$ cat config.mk
export PLATFORM = sky130hd
export DESIGN_NAME = vga_timing_gen_flat
export DESIGN_NICKNAME = d
export VERILOG_FILES = /design/src/rtl/vga_timing_gen_if.sv /design/src/rtl/vga_timing_gen.sv /design/src/flat_wrapper.sv
export SDC_FILE = /design/constraint.sdc
export NUM_CORES = 1
export LEC_CHECK = 0
export ABC_AREA = 1
export BUFFER_PORTS_ARGS = -buffer_cell sky130_fd_sc_hd__buf_2
export CORE_MARGIN = 2
export CORE_UTILIZATION = 49
export CTS_CLUSTER_SIZE = 20
export DETAILED_ROUTE_END_ITERATION = 16
export GPL_ROUTABILITY_DRIVEN = 1
export PLACE_DENSITY_LB_ADDON = 0.05
export SLEW_MARGIN = 20
export SYNTH_ARGS = -nofsm -noshare
export SYNTH_HDL_FRONTEND = slang
export SYNTH_SLANG_ARGS = --single-unit
$ cat constraint.sdc
create_clock -name vga_clk -period 1.7 [get_ports vga_clk]
set_clock_uncertainty 0.2 [all_clocks]
set_input_delay 0.34 -clock vga_clk [delete_from_list [all_inputs] [get_ports vga_clk]]
set_output_delay 0.34 -clock vga_clk [all_outputs]
set_load 0.02 [all_outputs]
$ cat src/rtl/vga_timing_gen_if.sv
// Raster signal bundle from the timing generator to the drawers.
// The generator drives it through the master modport, and consumers read it through the slave modport.
interface vga_timing_gen_if;
   logic [9:0] DrawX;
   logic [9:0] DrawY;
   logic       blank;
   logic       hs;
   logic       vs;
   logic       line_start;
   logic       frame_start;

   modport master (
      output DrawX, DrawY, blank, hs, vs, line_start, frame_start
   );

   modport slave (
      input DrawX, DrawY, blank, hs, vs, line_start, frame_start
   );
endinterface

$ cat src/rtl/vga_timing_gen.sv
// Free-running VGA raster timing generator. Every output is registered from the next counter values.
// The hs/vs outputs also pass through a SYNC_DELAY-deep pipe, which lines them up with the drawers' registered RGB.
module vga_timing_gen #(
   parameter int H_VISIBLE  = 640,
   parameter int H_FRONT    = 16,
   parameter int H_SYNC     = 96,
   parameter int H_BACK     = 48,
   parameter int V_VISIBLE  = 480,
   parameter int V_FRONT    = 10,
   parameter int V_SYNC     = 2,
   parameter int V_BACK     = 33,
   parameter int SYNC_DELAY = 1
) (
   input  logic             vga_clk,
   input  logic             reset,
   vga_timing_gen_if.master vga
);

   localparam int H_TOTAL = H_VISIBLE + H_FRONT + H_SYNC + H_BACK;
   localparam int V_TOTAL = V_VISIBLE + V_FRONT + V_SYNC + V_BACK;

   localparam logic [9:0] H_LAST   = 10'(H_TOTAL - 1);
   localparam logic [9:0] V_LAST   = 10'(V_TOTAL - 1);
   localparam logic [9:0] H_VIS    = 10'(H_VISIBLE);
   localparam logic [9:0] V_VIS    = 10'(V_VISIBLE);
   localparam logic [9:0] HS_START = 10'(H_VISIBLE + H_FRONT);
   localparam logic [9:0] HS_END   = 10'(H_VISIBLE + H_FRONT + H_SYNC);
   localparam logic [9:0] VS_START = 10'(V_VISIBLE + V_FRONT);
   localparam logic [9:0] VS_END   = 10'(V_VISIBLE + V_FRONT + V_SYNC);

   logic [9:0] draw_x;
   logic [9:0] draw_y;
   logic       blank_q;
   logic       line_start_q;
   logic       frame_start_q;

   logic [9:0] x_next;
   logic [9:0] y_next;
   logic       hs_raw_next;
   logic       vs_raw_next;

   // Stage 0 lines up with DrawX/DrawY. Stage SYNC_DELAY is what leaves the block.
   logic [SYNC_DELAY:0] hs_pipe;
   logic [SYNC_DELAY:0] vs_pipe;

   always_comb begin
      x_next = draw_x + 10'd1;
      y_next = draw_y;
      if (draw_x == H_LAST) begin
         x_next = 10'd0;
         y_next = (draw_y == V_LAST) ? 10'd0 : draw_y + 10'd1;
      end
      hs_raw_next = !((x_next >= HS_START) && (x_next < HS_END));
      vs_raw_next = !((y_next >= VS_START) && (y_next < VS_END));
   end

   always_ff @(posedge vga_clk) begin
      if (reset) begin
         draw_x        <= H_LAST;
         draw_y        <= V_LAST;
         blank_q       <= 1'b0;
         line_start_q  <= 1'b0;
         frame_start_q <= 1'b0;
         hs_pipe       <= '1;
         vs_pipe       <= '1;
      end else begin
         draw_x        <= x_next;
         draw_y        <= y_next;
         blank_q       <= (x_next < H_VIS) && (y_next < V_VIS);
         line_start_q  <= (x_next == 10'd0);
         frame_start_q <= (x_next == 10'd0) && (y_next == 10'd0);
         hs_pipe[0]    <= hs_raw_next;
         vs_pipe[0]    <= vs_raw_next;
         for (int i = 1; i <= SYNC_DELAY; i++) begin
            hs_pipe[i] <= hs_pipe[i-1];
            vs_pipe[i] <= vs_pipe[i-1];
         end
      end
   end

   assign vga.DrawX       = draw_x;
   assign vga.DrawY       = draw_y;
   assign vga.blank       = blank_q;
   assign vga.hs          = hs_pipe[SYNC_DELAY];
   assign vga.vs          = vs_pipe[SYNC_DELAY];
   assign vga.line_start  = line_start_q;
   assign vga.frame_start = frame_start_q;

endmodule

$ cat src/flat_wrapper.sv
// flat-port wrapper written by rule: the top's interface ports become plain ports
module vga_timing_gen_flat 
#(
   parameter int H_VISIBLE  = 640,
   parameter int H_FRONT    = 16,
   parameter int H_SYNC     = 96,
   parameter int H_BACK     = 48,
   parameter int V_VISIBLE  = 480,
   parameter int V_FRONT    = 10,
   parameter int V_SYNC     = 2,
   parameter int V_BACK     = 33,
   parameter int SYNC_DELAY = 1
)
  (vga_clk, reset, vga_DrawX, vga_DrawY, vga_blank, vga_hs, vga_vs, vga_line_start, vga_frame_start);
  vga_timing_gen_if vga_i ();
  input  logic vga_clk;
  input  logic reset;
  output wire logic [$bits(vga_i.DrawX)-1:0] vga_DrawX;
  output wire logic [$bits(vga_i.DrawY)-1:0] vga_DrawY;
  output wire logic [$bits(vga_i.blank)-1:0] vga_blank;
  output wire logic [$bits(vga_i.hs)-1:0] vga_hs;
  output wire logic [$bits(vga_i.vs)-1:0] vga_vs;
  output wire logic [$bits(vga_i.line_start)-1:0] vga_line_start;
  output wire logic [$bits(vga_i.frame_start)-1:0] vga_frame_start;
  assign vga_DrawX = vga_i.DrawX;
  assign vga_DrawY = vga_i.DrawY;
  assign vga_blank = vga_i.blank;
  assign vga_hs = vga_i.hs;
  assign vga_vs = vga_i.vs;
  assign vga_line_start = vga_i.line_start;
  assign vga_frame_start = vga_i.frame_start;
  vga_timing_gen #(.H_VISIBLE(H_VISIBLE), .H_FRONT(H_FRONT), .H_SYNC(H_SYNC), .H_BACK(H_BACK), .V_VISIBLE(V_VISIBLE), .V_FRONT(V_FRONT), .V_SYNC(V_SYNC), .V_BACK(V_BACK), .SYNC_DELAY(SYNC_DELAY)) u_core (.vga_clk(vga_clk), .reset(reset), .vga(vga_i));
endmodule
==> metrics.txt, run 1 <==
outcome=complete, but fails checks; failing checks=negative setup slack; die height=60.04 um; Crit Path Class=flop to flop; worst skew pair latency=0.33 ns; R2R setup slack=-0.08 ns; Residual DRC=0; Hold Violations, Final=0; Fill cells=243; NumNets Final=303; Setup Viol. Count Final=4; Req. time, crit path=1.79 ns; TritonCTS buffer count=3; die area=0.003605 mm^2; Max Fclk=0.5622 GHz; fraction of layout cells with a size suffix above 1=43.10%; Syn Area/Cell=6.691 um^2; final worst path period need=1.779 ns; Synth-to-Final Area Change=41.38%; I/O Pins=27; family with the most delay on the worst path=simple AND/OR/NAND/NOR gates; Post-DP Area=0.002013 mm^2; first-pass GRT wire length=6382 um; Die W=60.04 um; type of origin of the critical path=flop; Synth area leader=dfxtp_1; Antenna diodes=0; cells on worst reg2reg path=11; Min-Delay Endpoint=u_core.vga.DrawX[9]$_SDFF_PP1_; MaxCap Viol Count=0; initial antenna violation count=0; drt via density=4.927; largest net degree at the start of global routing=17; P per Cell Area=1999 mW/mm^2; Seq/Total Area, Yosys=35.12%; CP peak stage delay=0.39 ns; gp weighted congestion=0.9115; post-DP HPWL=3006 um; GRT Overall Usage=23.67%; H-Tree Depth=1; wirelength, routed=3998 um; CP dominant cell by count=nor2_8; Max FO, Critical Path=6; slowest stage cell, crit path=dfxtp_4; final instance area=0.002176 mm^2; GR Overflow Total=0; Final Worst Setup Slack=-0.07868 ns; IO Port Bufs=26; Yosys top cell area share=35.12%; Critical R2R Launch=u_core.vga.DrawX[1]$_SDFF_PP1_; r2r endpoint=u_core.vga.frame_start$_SDFF_PP0_; hold_ws=0.1106 ns; Routed Antenna Nets=0; Iteration-0 DRC Markers=75; total core area=0.003028 mm^2; final period utilization=104.6%; Post-Syn Nets=235; post-synth cell types=25; vias in the first global route=1533; Hold Buf Count CTS=0; crit path cell chain=ha_4 -> nand2_4 -> nor2_8 -> inv_2 -> nor2_8 -> nand3_2 -> nand2_2 -> nand2_1 -> nor2_1 -> nand3_1 -> nor2_2; clock buffer depth=2; Design Power=4349 uW; Root Buffer=clkbuf_4; Worst Setup End Kind=flop; TritonRoute pass-1 iters=4; clock sink count=27; Slew HR=84.31%; Worst Hold Path Cells=3; top post-synthesis cells by area=dfxtp_1 35%, nand2_1 18%, nor2_1 8.3%; Rows=20; Initial Util=50.83%; leak pwr=0.001116 uW; HP Start=reset; CTS tree=done; Worst Path Buf+Inv=1; worst hold path type=input port to flop; Critical Path AT=1.87 ns; via count=1680; CTS clock-pin slew for the worst setup and hold paths=0.15 ns; cells after synthesis=230; Synth Register Bits=27; Worst Tran Pin Value=0.2352 ns; wire per inst=11.72 um; Final Max Tran Viols=0; unrepaired setup endpoints after global routing=yes; Yosys warning count=0; Worst VDD drop=1.426 mV; Synth Cell Area=0.001539 mm^2
-- tightest hold or removal path, delay by kind of cell --
| family | cells | cell delay (ns) |
|---|---|---|
| buf+inv | 2 | 0.21 |
| simple gates | 1 | 0.08 |
-- cell usage in the layout, fill, tap and decap left out --
cell      count
a21oi_1       2
and2_4        1
buf_12        1
buf_2        26
buf_4        36
clkbuf_4      3
clkinv_1      1
dfxtp_1      18
dfxtp_2       5
dfxtp_4       4
ha_1          1
ha_4          2
inv_1        27
inv_2         2
inv_4         1
nand2_1      66
nand2_2      14
nand2_4       3
nand3_1      13
nand3_2       8
nand3_4       1
nand3b_1      1
nand4_1       6
nor2_1       25
nor2_2       10
nor2_4        2
nor2_8        3
nor3_1        1
nor3_2        1
o21ai_0       4
o21ai_1       1
o21ai_2       2
o21bai_1      2
or2_2         3
xor2_1        1
-- worst max-delay path by stage --
stage	slack, ns	cells past startpoint	to	startpoint
floorplan	-0.004	12	u_core.vga.blank$_SDFF_PP0_	u_core.vga.DrawX[0]$_SDFF_PP1_
global placement	-0.07	10	u_core.vga.frame_start$_SDFF_PP0_	u_core.vga.DrawX[1]$_SDFF_PP1_
detailed placement	-0.07	10	u_core.vga.frame_start$_SDFF_PP0_	u_core.vga.DrawX[1]$_SDFF_PP1_
CTS	-0.06	12	u_core.vga.blank$_SDFF_PP0_	u_core.vga.DrawX[1]$_SDFF_PP1_
global route	-0.19	11	u_core.vga.frame_start$_SDFF_PP0_	u_core.vga.DrawX[1]$_SDFF_PP1_
finish	-0.08	11	u_core.vga.frame_start$_SDFF_PP0_	u_core.vga.DrawX[1]$_SDFF_PP1_
-- routing by layer --
metal,up-vias,global-route usage (%),wire (um),part of all wire [%]
met5,-,0,0,0
met4,0,11.75,106,2.7
met3,12,2.814,117,2.9
met2,38,43.01,2099,53
met1,773,26.90,1674,42
li1,857,-,-,-
-- cell usage after synthesis --
library cell,n
or2_2,3
and2_1,1
ha_1,3
nor2_2,2
inv_1,28
nand3_2,4
clkinv_1,1
xor2_1,1
nand3_1,17
o21bai_1,2
o21ai_2,1
nor2_1,34
nand4_1,6
nor2_8,3
nand2_1,74
dfxtp_1,27
inv_2,1
nor3_1,2
nand3_4,1
nand2_4,3
o21ai_0,6
nand2_2,6
a21oi_1,2
nand3b_1,1
clkbuf_1,1
-- cell type report --
cell class | instances | area (um^2) | share of cell area (%)
Tap cell | 44 | 55.05 | 2.530
Clock inverter | 1 | 6.256 | 0.2875
Timing Repair Buffer | 63 | 420.4 | 19.32
Inverter | 30 | 112.6 | 5.175
Clock buffer | 3 | 22.52 | 1.035
Sequential cell | 27 | 561.8 | 25.82
Multi-Input combinational cell | 173 | 997.2 | 45.83
-- power breakdown --
group,switching (uW),internal [uW],leakage [uW]
sequential,164,841,0.000222
clock,195,91.9,0.0000183
combinational,1820,1230,0.000875
-- what timing repair did --
item / 4_1_cts / 5_1_grt
endpoints found under the setup margin: 4 / 10
resized for setup: 10 / 18
pin swaps: 4 / 9
setup buffers: 1 / 2
gates cloned: 1 / 0
-- sequential cells by signal (all words and copies together) (netlist names) --
signal / cells
u_core.hs_pipe: 2
u_core.vga.DrawX: 10
u_core.vga.DrawY: 10
u_core.vga.blank: 1
u_core.vga.frame_start: 1
u_core.vga.line_start: 1
u_core.vs_pipe: 2
-- per-stage QoR --
| stage | std cells | setup WS (ns) | TNS, ns | utilization (%) |
|---|---|---|---|---|
| floorplan | 230 | -0.004050 | -0.004050 | - |
| global placement | 333 | -0.07145 | -0.1301 | 66.49 |
| detailed placement | 333 | -0.07316 | -0.2152 | 66.49 |
| CTS | 339 | -0.05630 | -0.1397 | 69.67 |
| global route | 341 | -0.1925 | -0.8969 | 71.86 |
| finish | 341 | -0.07868 | -0.1635 | 71.86 |
-- logic make-up (layout without fill, tap and decap cells) --
logic type      count (synthesis)  count (layout)  synth area share, %
compound gates                 11              11                4.146
xor+xnor                        1               1               0.5692
fa+ha+maj                       3               3                2.439
buf+inv                        31              97                7.560
flops                          27              27                35.12
simple gates                  157             158                50.16
Power figures use the tool's default switching activity.
==> run 2, diff against run 1 <==
- CORE_UTILIZATION: 49 -> 50
- clock period: 1.7 -> 1.9 ns (I/O delays scaled with it)
==> metrics.txt, run 2 (synthesized netlist as in run 1, its figures left out) <==
outcome=complete, no violations; Worst Tran Pin Value=0.2411 ns; Int Power=1587 uW; first-pass GRT wire length=5996 um; Antenna diodes=0; Iteration-0 DRC Markers=108; IO Port Bufs=26; Clock power frac=7.5%; Residual DRC=0; CTS tree=done; Sw Ratio=53.15%; setup TNS=0 ns; TritonRoute pass-1 iters=4; Worst Setup End Kind=flop; leak pwr=0.0009926 uW; gp weighted congestion=0.8848; cells on worst reg2reg path=9; wirelength, routed=3634 um; clock buffer depth=2; Max Fclk=0.5494 GHz; final instance area=0.001938 mm^2; final period utilization=95.80%; Worst Setup SP=u_core.vga.DrawX[0]$_SDFF_PP1_; drt via density=5.000; Initial Util=51.68%; largest net degree at the start of global routing=17; Fill cells=292; Sequential Power Share=27.6%; Critical Path AT=1.86 ns; type of origin of the critical path=flop; Post-DP Area=0.001815 mm^2; unrepaired setup endpoints after global routing=yes; hold_ws=0.1331 ns; Routed Antenna Nets=0; die height=59.48 um; met1 usage=28.13%; total core area=0.002978 mm^2; Rows=20; r2r endpoint=u_core.vga.line_start$_SDFF_PP0_; CTS clock-pin slew for the worst setup and hold paths=0.15 ns; Most Crowded Layer GR=met2; P per Cell Area=1748 mW/mm^2; initial antenna violation count=0; H-Tree Depth=1; commonest cells after routing, fill and taps aside=72 x nand2_1, 27 x inv_1, 27 x nor2_1, 26 x buf_2, 19 x dfxtp_1; I/O Pins=27; Setup Viol. Count Final=0; Design Power=3387 uW; post-DP HPWL=2837 um; GR Overflow Total=0; Non-Filler Instances=308; met2 GRT Util=38.78%; via count=1540; commonest non-fill, non-tap cell in the layout=nand2_1; Final Max Tran Viols=0; Synth-to-Final Area Change=25.94%; Hold Violations, Final=0; Max FO, Critical Path=6; worst skew pair latency=0.33 ns; family with the most delay on the worst path=simple AND/OR/NAND/NOR gates; CP peak stage delay=0.38 ns; Critical R2R Launch=u_core.vga.DrawX[0]$_SDFF_PP1_; Worst Path Buf+Inv=1; timing endpoint of the critical path=u_core.vga.line_start$_SDFF_PP0_; switching power of the nets=1800 uW; wire per inst=11.80 um; worst hold path type=input port to flop; R2R setup slack=0.08 ns; fraction of layout cells with a size suffix above 1=33.82%; MaxCap Viol Count=0; TritonCTS buffer count=3; vias in the first global route=1387; die area=0.003538 mm^2; Req. time, crit path=1.94 ns; clock sink count=27; final worst path period need=1.820 ns; GR Layer Usage met3=3.057%; NumNets Final=281; total placed cells including tap cells=302; crit path cell chain=ha_4 -> nand2_4 -> nor2_8 -> nand2_1 -> o21ai_1 -> nand3_1 -> and2_1 -> nand3_2 -> inv_1; Root Buffer=clkbuf_4; Worst Hold Path Cells=3; GRT Overall Usage=22.18%; Die W=59.48 um; slowest stage cell, crit path=dfxtp_2; Slew HR=83.91%; Levels on crit path=9; Worst VDD drop=0.8707 mV; Comb pwr share=64.9%; Crit Path Class=flop to flop
-- run 2: layer usage --
metal | vias to the layer above | part of all wire (%)
li1 | 810 | -
met1 | 694 | 44
met2 | 32 | 51
met3 | 4 | 3.6
met4 | 0 | 0.96
met5 | - | 0
-- run 2: tightest hold or removal path: cells and delay by family --
family	cells	cell delay, ns
buf+inv	2	0.20
simple gates	1	0.06
-- run 2: worst min path at each step --
stage | startpoint | slack, ns | endpoint
2_1_floorplan | u_core.hs_pipe[0]$_SDFF_PP1_ | 0.19 | u_core.hs_pipe[1]$_SDFF_PP1_
3_3_place_gp | u_core.hs_pipe[0]$_SDFF_PP1_ | 0.19 | u_core.hs_pipe[1]$_SDFF_PP1_
3_5_place_dp | u_core.hs_pipe[0]$_SDFF_PP1_ | 0.20 | u_core.hs_pipe[1]$_SDFF_PP1_
4_1_cts | reset | 0.14 | u_core.vga.DrawX[4]$_SDFF_PP1_
5_1_grt | reset | 0.15 | u_core.vga.DrawX[4]$_SDFF_PP1_
6_report | reset | 0.13 | u_core.vga.DrawX[4]$_SDFF_PP1_
-- run 2: stage by stage --
stage,worst slack [ns],util [%]
3_5_place_dp,-0.03619,60.97
5_1_grt,-0.04318,65.08
4_1_cts,0.01856,62.10
6_report,0.07975,65.08
2_1_floorplan,0.03277,-
3_3_place_gp,0.0002800,60.97
-- run 2: cell type report --
class	instances	area, um^2	area share, %
Clock buffer	3	22.52	1.162
Clock inverter	1	7.507	0.3873
Inverter	30	112.6	5.810
Multi-Input combinational cell	173	955.9	49.32
Sequential cell	27	555.5	28.66
Tap cell	33	41.29	2.130
Timing Repair Buffer	41	242.7	12.52
-- run 2: power groups by stage --
stage / clock [uW] / sequential (uW) / combinational [uW]
after global placement: 0 / 917 / 2030
after detailed placement: 0 / 920 / 2020
after floorplan: 0 / 1110 / 1290
after CTS: 258 / 909 / 2030
final: 255 / 933 / 2200
after global routing: 275 / 967 / 2450
-- run 2: timing repair --
item                                    in CTS  in global routing
hold buffers                                 0                  0
buffers inserted                             0                  1
endpoints found under the setup margin       3                  5
gates resized for setup                      2                 23
cloned                                       0                  1
pin swaps                                    1                  8
==> run 3, diff against run 2 <==
==> constraint.sdc (replaced) <==
create_clock -name vga_clk -period 1.9 [get_ports vga_clk]
set_clock_uncertainty 0.2 [all_clocks]
set_input_delay 0 -clock vga_clk [delete_from_list [all_inputs] [get_ports vga_clk]]
set_output_delay 0 -clock vga_clk [all_outputs]
set_load 0.02 [all_outputs]
==> metrics.txt, run 3 (synthesized netlist as in run 1, its figures left out) <==
Worst VDD drop=0.9201 mV; post-DP HPWL=2809 um; Setup Viol. Count Final=0; total placed cells including tap cells=300; Max FO, Critical Path=5; final core utilization=69.37%; Antenna diodes=0; Int Power=1772 uW; largest net degree at the start of global routing=17; Max Fclk=0.5460 GHz; GR Overflow Total=0; worst skew pair latency=0.33 ns; CP peak stage delay=0.38 ns; Iteration-0 DRC Markers=89; vias in the first global route=1417; Levels on crit path=11; Initial Util=51.68%; cells on worst reg2reg path=11; Fill cells=271; clock buffer depth=2; Clock power frac=7.0%; final period utilization=96.39%; switching power of the nets=1881 uW; Synth-to-Final Area Change=34.23%; leak pwr=0.001063 uW; Critical Path AT=1.92 ns; Worst Hold Path Cells=1; Rows=20; H-Tree Depth=1; outcome=complete, no violations; via count=1633; first-pass GRT wire length=5913 um; fraction of layout cells with a size suffix above 1=37.63%; Non-Filler Instances=320; Req. time, crit path=1.99 ns; TritonRoute pass-1 iters=4; Final Max Tran Viols=0; final worst path period need=1.831 ns; Crit Path Class=flop to flop; initial antenna violation count=0; MaxCap Viol Count=0; unrepaired setup endpoints after global routing=yes; wire per inst=12.17 um; family with the most delay on the worst path=simple AND/OR/NAND/NOR gates; Seq. cell area=556.8 um^2; NumNets Final=293; multi-input logic area=975.9 um^2; Hold Violations, Final=0; Routed Antenna Nets=0; I/O Pins=27; IO Port Bufs=26; Worst Tran Pin Value=0.2915 ns; Die W=59.48 um; die height=59.48 um; worst hold path type=flop to flop; drt via density=5.103; CP dominant cell by count=nand2_1; gp weighted congestion=0.9215; CTS clock-pin slew for the worst setup and hold paths=0.14 ns; Residual DRC=0; clock sink count=27; Comb pwr share=67.3%; hold_ws=0.2262 ns; commonest cells after routing, fill and taps aside=72 x nand2_1, 27 x nor2_1, 26 x buf_2, 25 x inv_1, 23 x buf_4; type of origin of the critical path=flop; Root Buffer=clkbuf_4; TritonCTS buffer count=3; Sequential Power Share=25.7%; total core area=0.002978 mm^2; P per Cell Area=1769 mW/mm^2; Worst Path Buf+Inv=2; crit path cell chain=ha_4 -> nand2_4 -> nor2_8 -> buf_4 -> nand2_1 -> buf_4 -> nand2_1 -> nand2_1 -> nor2_1 -> nand3_2 -> nor2_2; Slew HR=80.56%; post-place setup slack=-0.01829 ns; die area=0.003538 mm^2; Sw Ratio=51.50%; slowest stage cell, crit path=dfxtp_2; Worst Setup End Kind=flop; Final Worst Setup Slack=0.06852 ns; CTS tree=done; commonest non-fill, non-tap cell in the layout=nand2_1; GRT Overall Usage=22.23%; wirelength, routed=3893 um
## run 3: area by class of cell
type	instances	area share, %
clock inverters	1	0.3634
multi-input cells	173	47.24
inverters	30	5.572
flip-flops and latches	27	26.95
well taps	33	1.999
clock buffers	3	1.090
repair buffers	53	16.78
## run 3: final timing paths
kind	startpoint	to	slack, ns
worst max-delay path	u_core.vga.DrawX[1]$_SDFF_PP1_	u_core.vga.frame_start$_SDFF_PP0_	0.07
worst min-delay path	u_core.vs_pipe[0]$_SDFF_PP1_	u_core.vs_pipe[1]$_SDFF_PP1_	0.23
worst max register to register	u_core.vga.DrawX[1]$_SDFF_PP1_	u_core.vga.frame_start$_SDFF_PP0_	0.07
worst min register to register	u_core.vs_pipe[0]$_SDFF_PP1_	u_core.vs_pipe[1]$_SDFF_PP1_	0.23
## run 3: metrics by stage
stage / TNS, ns / total power [uW] / instance area, um^2
4_1_cts: 0 / 3208 / 1844
2_1_floorplan: 0 / 2396 / 1543
5_1_grt: -0.06004 / 3961 / 2066
3_5_place_dp: -0.03244 / 2939 / 1800
3_3_place_gp: 0 / 2937 / 1800
6_report: 0 / 3653 / 2066
## run 3: power by group through the flow
stage                     logic [uW]  clock network (uW)  registers (uW)
after floorplan                 1290                   0            1110
after global placement          2020                   0             918
after global routing            2720                 279             967
final                           2460                 255             940
after detailed placement        2020                   0             921
after CTS                       2030                 266             910
## run 3: what timing repair did
item / CTS / global route
hold buffers: 1 / 0
resized for setup: 2 / 37
gates cloned: 0 / 1
setup endpoints to repair: 3 / 5
buffers inserted: 0 / 14
pin swaps: 0 / 24
hold endpoints to repair: 21 / 0
## run 3: metal layers
metal | wire, um | track usage [%]
met1 | 1654 | 25.47
met2 | 2060 | 40.97
met3 | 103 | 2.838
met4 | 74 | 9.091
met5 | 0 | 0
